--- src/rtl/uart_wb_master.sv ---
// uart_wb_master: byte-stream command decoder that issues single Wishbone
// master cycles and returns the outcome as response bytes.
//
// Commands (multi-byte fields MSB first):
//   'W' a3 a2 a1 a0 d3 d2 d1 d0 -> write cycle -> 'K'
//   'R' a3 a2 a1 a0             -> read cycle  -> d3 d2 d1 d0
//   anything else               -> '?'
//   bus timeout                 -> 'T' only
//
// Tx handshake: a byte is transferred on a clock edge where o_tx_valid and
// i_tx_ready are both high; o_tx_valid drops on the following edge, and
// o_tx_data stays put until i_tx_ready has gone low and come back high (the
// transmitter reads the data throughout its frame). Only then is the next
// byte offered. The rx side has no back-pressure: i_rx_valid is a one-cycle
// pulse, and bytes that arrive while a bus cycle or response is in progress
// are dropped.
module uart_wb_master #(
  parameter int TIMEOUT_CYCLES = 1024
) (
  input  logic        clk,
  input  logic        reset_n,
  output logic        cycle,
  output logic        strobe,
  output logic        write_enable,
  output logic [31:0] address,
  output logic [31:0] data_in,
  input  logic [31:0] data_out,
  input  logic        ack,
  input  logic        i_rx_valid,
  input  logic [7:0]  i_rx_data,
  input  logic        i_rx_error,
  output logic        o_tx_valid,
  output logic [7:0]  o_tx_data,
  input  logic        i_tx_ready,
  output logic [2:0]  state_dbg
);

  localparam logic [7:0]  CMD_W    = 8'h57;
  localparam logic [7:0]  CMD_R    = 8'h52;
  localparam logic [7:0]  RSP_OK   = 8'h4B;
  localparam logic [7:0]  RSP_BAD  = 8'h3F;
  localparam logic [7:0]  RSP_TMO  = 8'h54;
  localparam logic [15:0] TMO_LAST = 16'(TIMEOUT_CYCLES - 1);

  // The response phase is split into three sub-states: offering a byte,
  // waiting for the transmitter to go busy, and waiting for it to go idle.
  typedef enum logic [2:0] {
    S_IDLE      = 3'd0,
    S_ADDR      = 3'd1,
    S_DATA      = 3'd2,
    S_BUS       = 3'd3,
    S_RESP_SEND = 3'd4,
    S_RESP_LOW  = 3'd5,
    S_RESP_HIGH = 3'd6
  } state_t;

  state_t      state, state_next;
  logic        op_write;
  logic [1:0]  byte_cnt;
  logic [1:0]  resp_left;
  logic [15:0] tmo_cnt;
  logic [31:0] addr_reg;
  logic [31:0] wdata_reg;
  logic [31:0] rdata_reg;
  logic        rx_byte;
  logic        is_cmd;

  assign rx_byte = i_rx_valid && !i_rx_error;
  assign is_cmd  = (i_rx_data == CMD_W) || (i_rx_data == CMD_R);

  // Bus signals follow the state register directly, so a reset drops them
  // immediately without waiting for a clock edge.
  assign cycle        = (state == S_BUS);
  assign strobe       = (state == S_BUS);
  assign write_enable = (state == S_BUS) && op_write;
  assign address      = addr_reg;
  assign data_in      = wdata_reg;
  assign state_dbg    = state;

  // State register.
  always_ff @(posedge clk or negedge reset_n) begin
    if (!reset_n) state <= S_IDLE;
    else          state <= state_next;
  end

  // Next-state decode.
  always_comb begin
    state_next = state;
    case (state)
      S_IDLE: begin
        if (rx_byte) state_next = is_cmd ? S_ADDR : S_RESP_SEND;
      end
      S_ADDR: begin
        if (i_rx_error) state_next = S_IDLE;
        else if (i_rx_valid && byte_cnt == 2'd3) state_next = op_write ? S_DATA : S_BUS;
      end
      S_DATA: begin
        if (i_rx_error) state_next = S_IDLE;
        else if (i_rx_valid && byte_cnt == 2'd3) state_next = S_BUS;
      end
      S_BUS: begin
        if (ack || tmo_cnt == TMO_LAST) state_next = S_RESP_SEND;
      end
      S_RESP_SEND: begin
        if (i_tx_ready) state_next = S_RESP_LOW;
      end
      S_RESP_LOW: begin
        if (!i_tx_ready) state_next = S_RESP_HIGH;
      end
      S_RESP_HIGH: begin
        if (i_tx_ready) state_next = (resp_left == 2'd0) ? S_IDLE : S_RESP_SEND;
      end
      default: state_next = S_IDLE;
    endcase
  end

  // Command capture, bus timeout counting and response byte sequencing.
  always_ff @(posedge clk or negedge reset_n) begin
    if (!reset_n) begin
      op_write   <= 1'b0;
      byte_cnt   <= 2'd0;
      resp_left  <= 2'd0;
      tmo_cnt    <= 16'd0;
      addr_reg   <= 32'd0;
      wdata_reg  <= 32'd0;
      rdata_reg  <= 32'd0;
      o_tx_valid <= 1'b0;
      o_tx_data  <= 8'h00;
    end else begin
      if (state != S_BUS) tmo_cnt <= 16'd0;
      case (state)
        S_IDLE: begin
          if (rx_byte) begin
            if (is_cmd) begin
              op_write <= (i_rx_data == CMD_W);
              byte_cnt <= 2'd0;
            end else begin
              o_tx_data  <= RSP_BAD;
              o_tx_valid <= 1'b1;
              resp_left  <= 2'd0;
            end
          end
        end
        S_ADDR: begin
          if (rx_byte) begin
            addr_reg <= {addr_reg[23:0], i_rx_data};
            byte_cnt <= byte_cnt + 2'd1;
          end
        end
        S_DATA: begin
          if (rx_byte) begin
            wdata_reg <= {wdata_reg[23:0], i_rx_data};
            byte_cnt  <= byte_cnt + 2'd1;
          end
        end
        S_BUS: begin
          if (ack) begin
            rdata_reg  <= data_out;
            o_tx_valid <= 1'b1;
            if (op_write) begin
              o_tx_data <= RSP_OK;
              resp_left <= 2'd0;
            end else begin
              o_tx_data <= data_out[31:24];
              resp_left <= 2'd3;
            end
          end else if (tmo_cnt == TMO_LAST) begin
            o_tx_data  <= RSP_TMO;
            o_tx_valid <= 1'b1;
            resp_left  <= 2'd0;
          end else begin
            tmo_cnt <= tmo_cnt + 16'd1;
          end
        end
        S_RESP_SEND: begin
          if (i_tx_ready) o_tx_valid <= 1'b0;
        end
        S_RESP_HIGH: begin
          // Next read byte: the register shifts so byte 2 is always next.
          if (i_tx_ready && resp_left != 2'd0) begin
            o_tx_data  <= rdata_reg[23:16];
            rdata_reg  <= {rdata_reg[23:0], 8'h00};
            resp_left  <= resp_left - 2'd1;
            o_tx_valid <= 1'b1;
          end
        end
        default: ;
      endcase
    end
  end

endmodule
--- config.mk ---
export PLATFORM = sky130hd
export DESIGN_NAME = uart_wb_master
export DESIGN_NICKNAME = d
export VERILOG_FILES = /design/src/rtl/uart_wb_master.sv
export SDC_FILE = /design/constraint.sdc
export NUM_CORES = 1
export LEC_CHECK = 0
export ABC_AREA = 1
export CAP_MARGIN = 20
export CORE_MARGIN = 5
export CORE_UTILIZATION = 25
export CTS_CLUSTER_SIZE = 20
export DETAILED_ROUTE_END_ITERATION = 10
export GPL_TIMING_DRIVEN = 0
export SETUP_SLACK_MARGIN = 0.02
export SYNTH_ARGS = -nofsm -noshare
export SYNTH_HDL_FRONTEND = slang
export SYNTH_SLANG_ARGS = --single-unit
export TNS_END_PERCENT = 1
--- constraint.sdc ---
create_clock -name clk -period 2 [get_ports clk]
set_input_delay 0.4 -clock clk [delete_from_list [all_inputs] [get_ports clk]]
set_output_delay 0.4 -clock clk [all_outputs]
set_load 0.05 [all_outputs]
* Word-level counts from Yosys, hierarchy flattened
Cells that the tools add are included.
W data, S select, Z words.
** Operators by class
- Reduce and logical (&&, ||, !) cells :: 23
- $add $sub $neg :: 3
- Equal/unequal tests :: 24
- Mux-type cells :: 45
** Operators with widths (count)
- $mux W16 :: 4
- $mux W24 :: 2
- $mux W8 :: 6
- $pmux W24 S2 :: 1
- $mux W3 :: 11
- $pmux W8 S3 :: 1
- $pmux W3 S7 :: 1
- $mux W2 :: 9
- $add A16 B1 Y16 const B :: 1
- $eq A16 B10 Y1 const B :: 1
- $eq A8 B7 Y1 const B :: 2
- $ne A2 B2 Y1 const B :: 7
- $eq A3 B3 Y1 const B :: 3
- $mux W1 :: 7
- $reduce_and A7 Y1 :: 1
- $eq A3 B2 Y1 const B :: 2
- $ne A2 B1 Y1 const B :: 3
- $ne A3 B3 Y1 const B :: 2
- $pmux W2 S3 :: 1
- $reduce_and A3 Y1 :: 2
- $reduce_and A6 Y1 :: 1
- $reduce_bool A2 Y1 :: 3
- $reduce_and A5 Y1 :: 1
- $logic_and A1 B1 Y1 :: 4
- 17 further kinds :: 19
** Word-level totals
- Flip-flop bits (word level) :: 121
- Logic and storage cells :: 105
- Input port bits :: 46
- Output and inout bits :: 79

* Logic depth before layout (Yosys ltp)
- Depth in word-level cells :: 5
- Mapped depth :: 14
- Depth with buffers taken out :: 11

* Worst setup path after synthesis
OpenSTA, ideal clock, no wires.
- Kind :: register to output
- Start :: register state[0] (netlist: state_dbg[0])
- End :: output write_enable
- Setup slack :: -0.303 ns
- Stages on the path, launching flop included :: 7
- Data required time :: 1.600 ns
- Data arrival time :: 1.903 ns
- Buffers on the path :: 2
- Path through :: dfrtp_1 > buf_4 > nand2_2 > nor2_4 > inv_2 > buf_6 > nor2_1
** On the way
- Word-level cells in the longest chain between the ends :: 2
** Ends and longest elaborated chain
- from (decl) :: line 57 : state_t state, state_next;
- from (signal assigned) :: line 83 : else state <= state_next;
- $eq A3 B2 Y1 :: line 75 : assign write_enable = (state == S_BUS) && op_write;
- $logic_and A1 B1 Y1 :: line 75
- to (decl) :: line 24 : output logic write_enable,
Every way passes these cells.

* Final worst setup path
- Start :: register state[0] (netlist: state_dbg[0])
- End :: output strobe
** On the way
- Word-level cells in the longest chain between the ends :: 1
** Ends and longest elaborated chain
- $eq A3 B2 Y1 :: line 74 : assign strobe = (state == S_BUS);
- to (decl) :: line 23 : output logic strobe,
Every way passes these cells.

==> flow_summary.toml <==
[status]
status = "finished, final reports clean"

[worst_setup_path]
cp.arrival_ns = 1.51
critPathLaunchType = "flop"
crit_chain = "buf_6, nand2_4, nor2_4, buf_8, buf_6, buf_8"
critPathSlowestCell = "dfrtp_1"
critPathMaxStageDelay_ns = 0.36
worst-path-buf-inv = 4
worstSetupPathType = "reg2out"
crit_path_end_kind = "output pin"
required_ns = 1.60
path_max_fanout = 7
cp_top_family = "buffers and inverters"

[yosys]
synth_top_cell_by_area = "dfrtp_1"
ys_seq_elements = 121
synthFlopType = "dfrtp_1"
yosys_warnings = 0
synth_top_area_share_pct = 53.9
async_flop_share_pct = 100
synth_fp_nets = 663
synth.most_common_cell = "nand2_1"
synth_cell_types = 33
synth_area_um2 = 5610
syn_inst = 614
syn_area_per_cell_um2 = 9.14
synthTopCellsByArea = "dfrtp_1 (54%), nand2_1 (11%), mux2_2 (8.4%), o21ai_0 (5.7%), inv_1 (3.9%)"
yosysSeqAreaShare_pct = 53.9
synth_edf_count = 0
synth_commonest_cells = "nand2_1 (160), dfrtp_1 (121), o21ai_0 (64)"

[floorplanning]
die_area_um2 = 25600
die_x_um = 160
num_rows = 54
die_h_um = 160
start_util_pct = 25.6
core_area_um2 = 22000
io_pins = 125

[layout]
fin_cells = 1059
drive_gt1_share_pct = 16.7
nNetsFinal = 815
area_growth_syn_to_layout_pct = 40.8
final_util_pct = 36.0
diodes = 0

[hold_path]
hp-class = "in2async"

[route]
wl_met3_um = 1030
m1WireLength_um = 7350
detail-route-antenna-nets = 0
dr.max_layer_used = "met5"
first_pass_iters = 5
num_vias = 4704
vias_per_cell = 4.44
wl_met2_um = 6720
drt-initial-drc-count = 241
wirelength_um = 15300
drc = 0
wire_per_inst_um = 14.4

[timing]
rsz0062_at_grt = "true"
final-max-slew-violation-count = 0
finalSetupViolations = 0
fin_crit_ns = 1.91
fin_crit_sh_pct = 95.4
relSlewSlack_pct = 61.2
fin_skew_ns = 0.0170
worst_slew_pin_slew_ns = 0.584
fmax_ghz = 0.524
finalHoldViolCount = 0

[clocking]
clockRootBuffer = "clkbuf_16"
cts.sinks = 121
cts_tree = "built"
clock_path_buffers = 2
cts_made_buffers = 17
clk_pin_slew_ns = 0.06
htreeDepth = 4
clk-insertion-delay-late_ns = 0.42

[global_routing]
grt_antenna_before_repair = 1
grt_overflow = 0
grt_pass1_vias = 4645
grt_max_degree = 87
track_usage_pct = 12.2
grt_pass1_wl_um = 24900

[placed_design]
hpwl_um = 11300
portBuffers = 124
post-place-cells = 1019
gp_congestion = 0.791

[power]
p_leak_nw = 4.00
vdd_ir_drop_max_uv = 592
cellPowerDensity_nw_per_um2 = 1540

[job]
drv_cap = 0
cells in the final DEF (no fill, tap or decap), types with 5 or more instances in the layout:
master           netlist  routed
nand2_1              160     158
dfrtp_1              121     120
dlygate4sd2_1          0      73
o21ai_0               64      64
inv_1                 59      59
clkdlybuf4s50_1        0      44
nor2_1                43      42
mux2_2                42      42
nand3_1               24      23
a21oi_1               17      17
clkbuf_16              0      17
buf_2                 15      14
o211ai_1              12      12
buf_4                  2       9
nor2_4                 5       6
nand4_1                5       5
cells by family after synthesis:
group	synth area share, %
xor gates and xnor gates	0.624
and+or+nand+nor	19.3
muxes	9.23
buffers and inverters	6.55
adders and majority gates	0.669
DFF	53.9
AOI/OAI and AO/OA	9.72
path summary, 6_finish.rpt:
| path | to | cells past startpoint | from | slack, ns |
|---|---|---|---|---|
| max in group asynchronous | o_tx_data[2] | 3 | reset_n | 0.79 |
| min | address[11] | 2 | reset_n | 0.45 |
| max | strobe | 6 | state_dbg[0] | 0.09 |
| max reg2reg | o_tx_data[0] | 9 | tmo_cnt[0] | 0.13 |
| min in group clk | o_tx_data[7] | 2 | o_tx_data[7] | 0.46 |
| min reg2reg | o_tx_data[7] | 2 | o_tx_data[7] | 0.46 |
where the power goes:
part | internal [mW] | switching (mW)
logic | 1.49 | 3.61
registers | 3.29 | 0.480
clock network | 2.11 | 1.19
stage by stage:
stage                     hold slack [ns]  worst slack [ns]  cell area [µm²]  power (mW)  TNS (ns)
after floorplan                     0.104           -0.0641             5620        7.33   -0.0641
after global placement              0.457             -4.46             7210        9.23   -548.82
after detailed placement            0.318            -0.388             7240        9.28     -9.23
after CTS                           0.440           -0.0789             7800        12.2    -0.117
after global routing                0.462           0.00884             7900        12.9         0
final                               0.448            0.0924             7900        12.2         0
worst register-to-register path, delay by kind of cell, from the launching register on:
family | cells | cell delay (ns)
AND/OR/NAND/NOR | 8 | 1.22
adder cells (fa/ha/maj) | 1 | 0.21
flip-flops | 1 | 0.37
cell type report:
type                    instances  area [µm²]
plain buffers                  22         138
well taps                     280         350
inverters                      64         243
multi-input cells             406        2240
repair buffers                134        1260
flip-flops and latches        121        3030
clock inverters                15         215
fillers                      2241       14100
clock buffers                  17         425
metal layers:
metal	track usage (%)	vias to the layer above
met5	0	-
met1	16.8	2207
met2	18.4	174
met3	4.38	14
met4	3.21	2
li1	-	2307
repair_timing:
| action | 4_1_cts | 5_1_grt |
|---|---|---|
| pin swaps | 0 | 1 |
| buffers inserted | 0 | 8 |
| hold endpoints to repair | 35 | 0 |
| cloned | 0 | 0 |
| hold buffers | 1 | 0 |
| setup endpoints to repair | 76 | 20 |
| resized for setup | 94 | 20 |
Note: power is estimated with default switching activity, not from simulation.
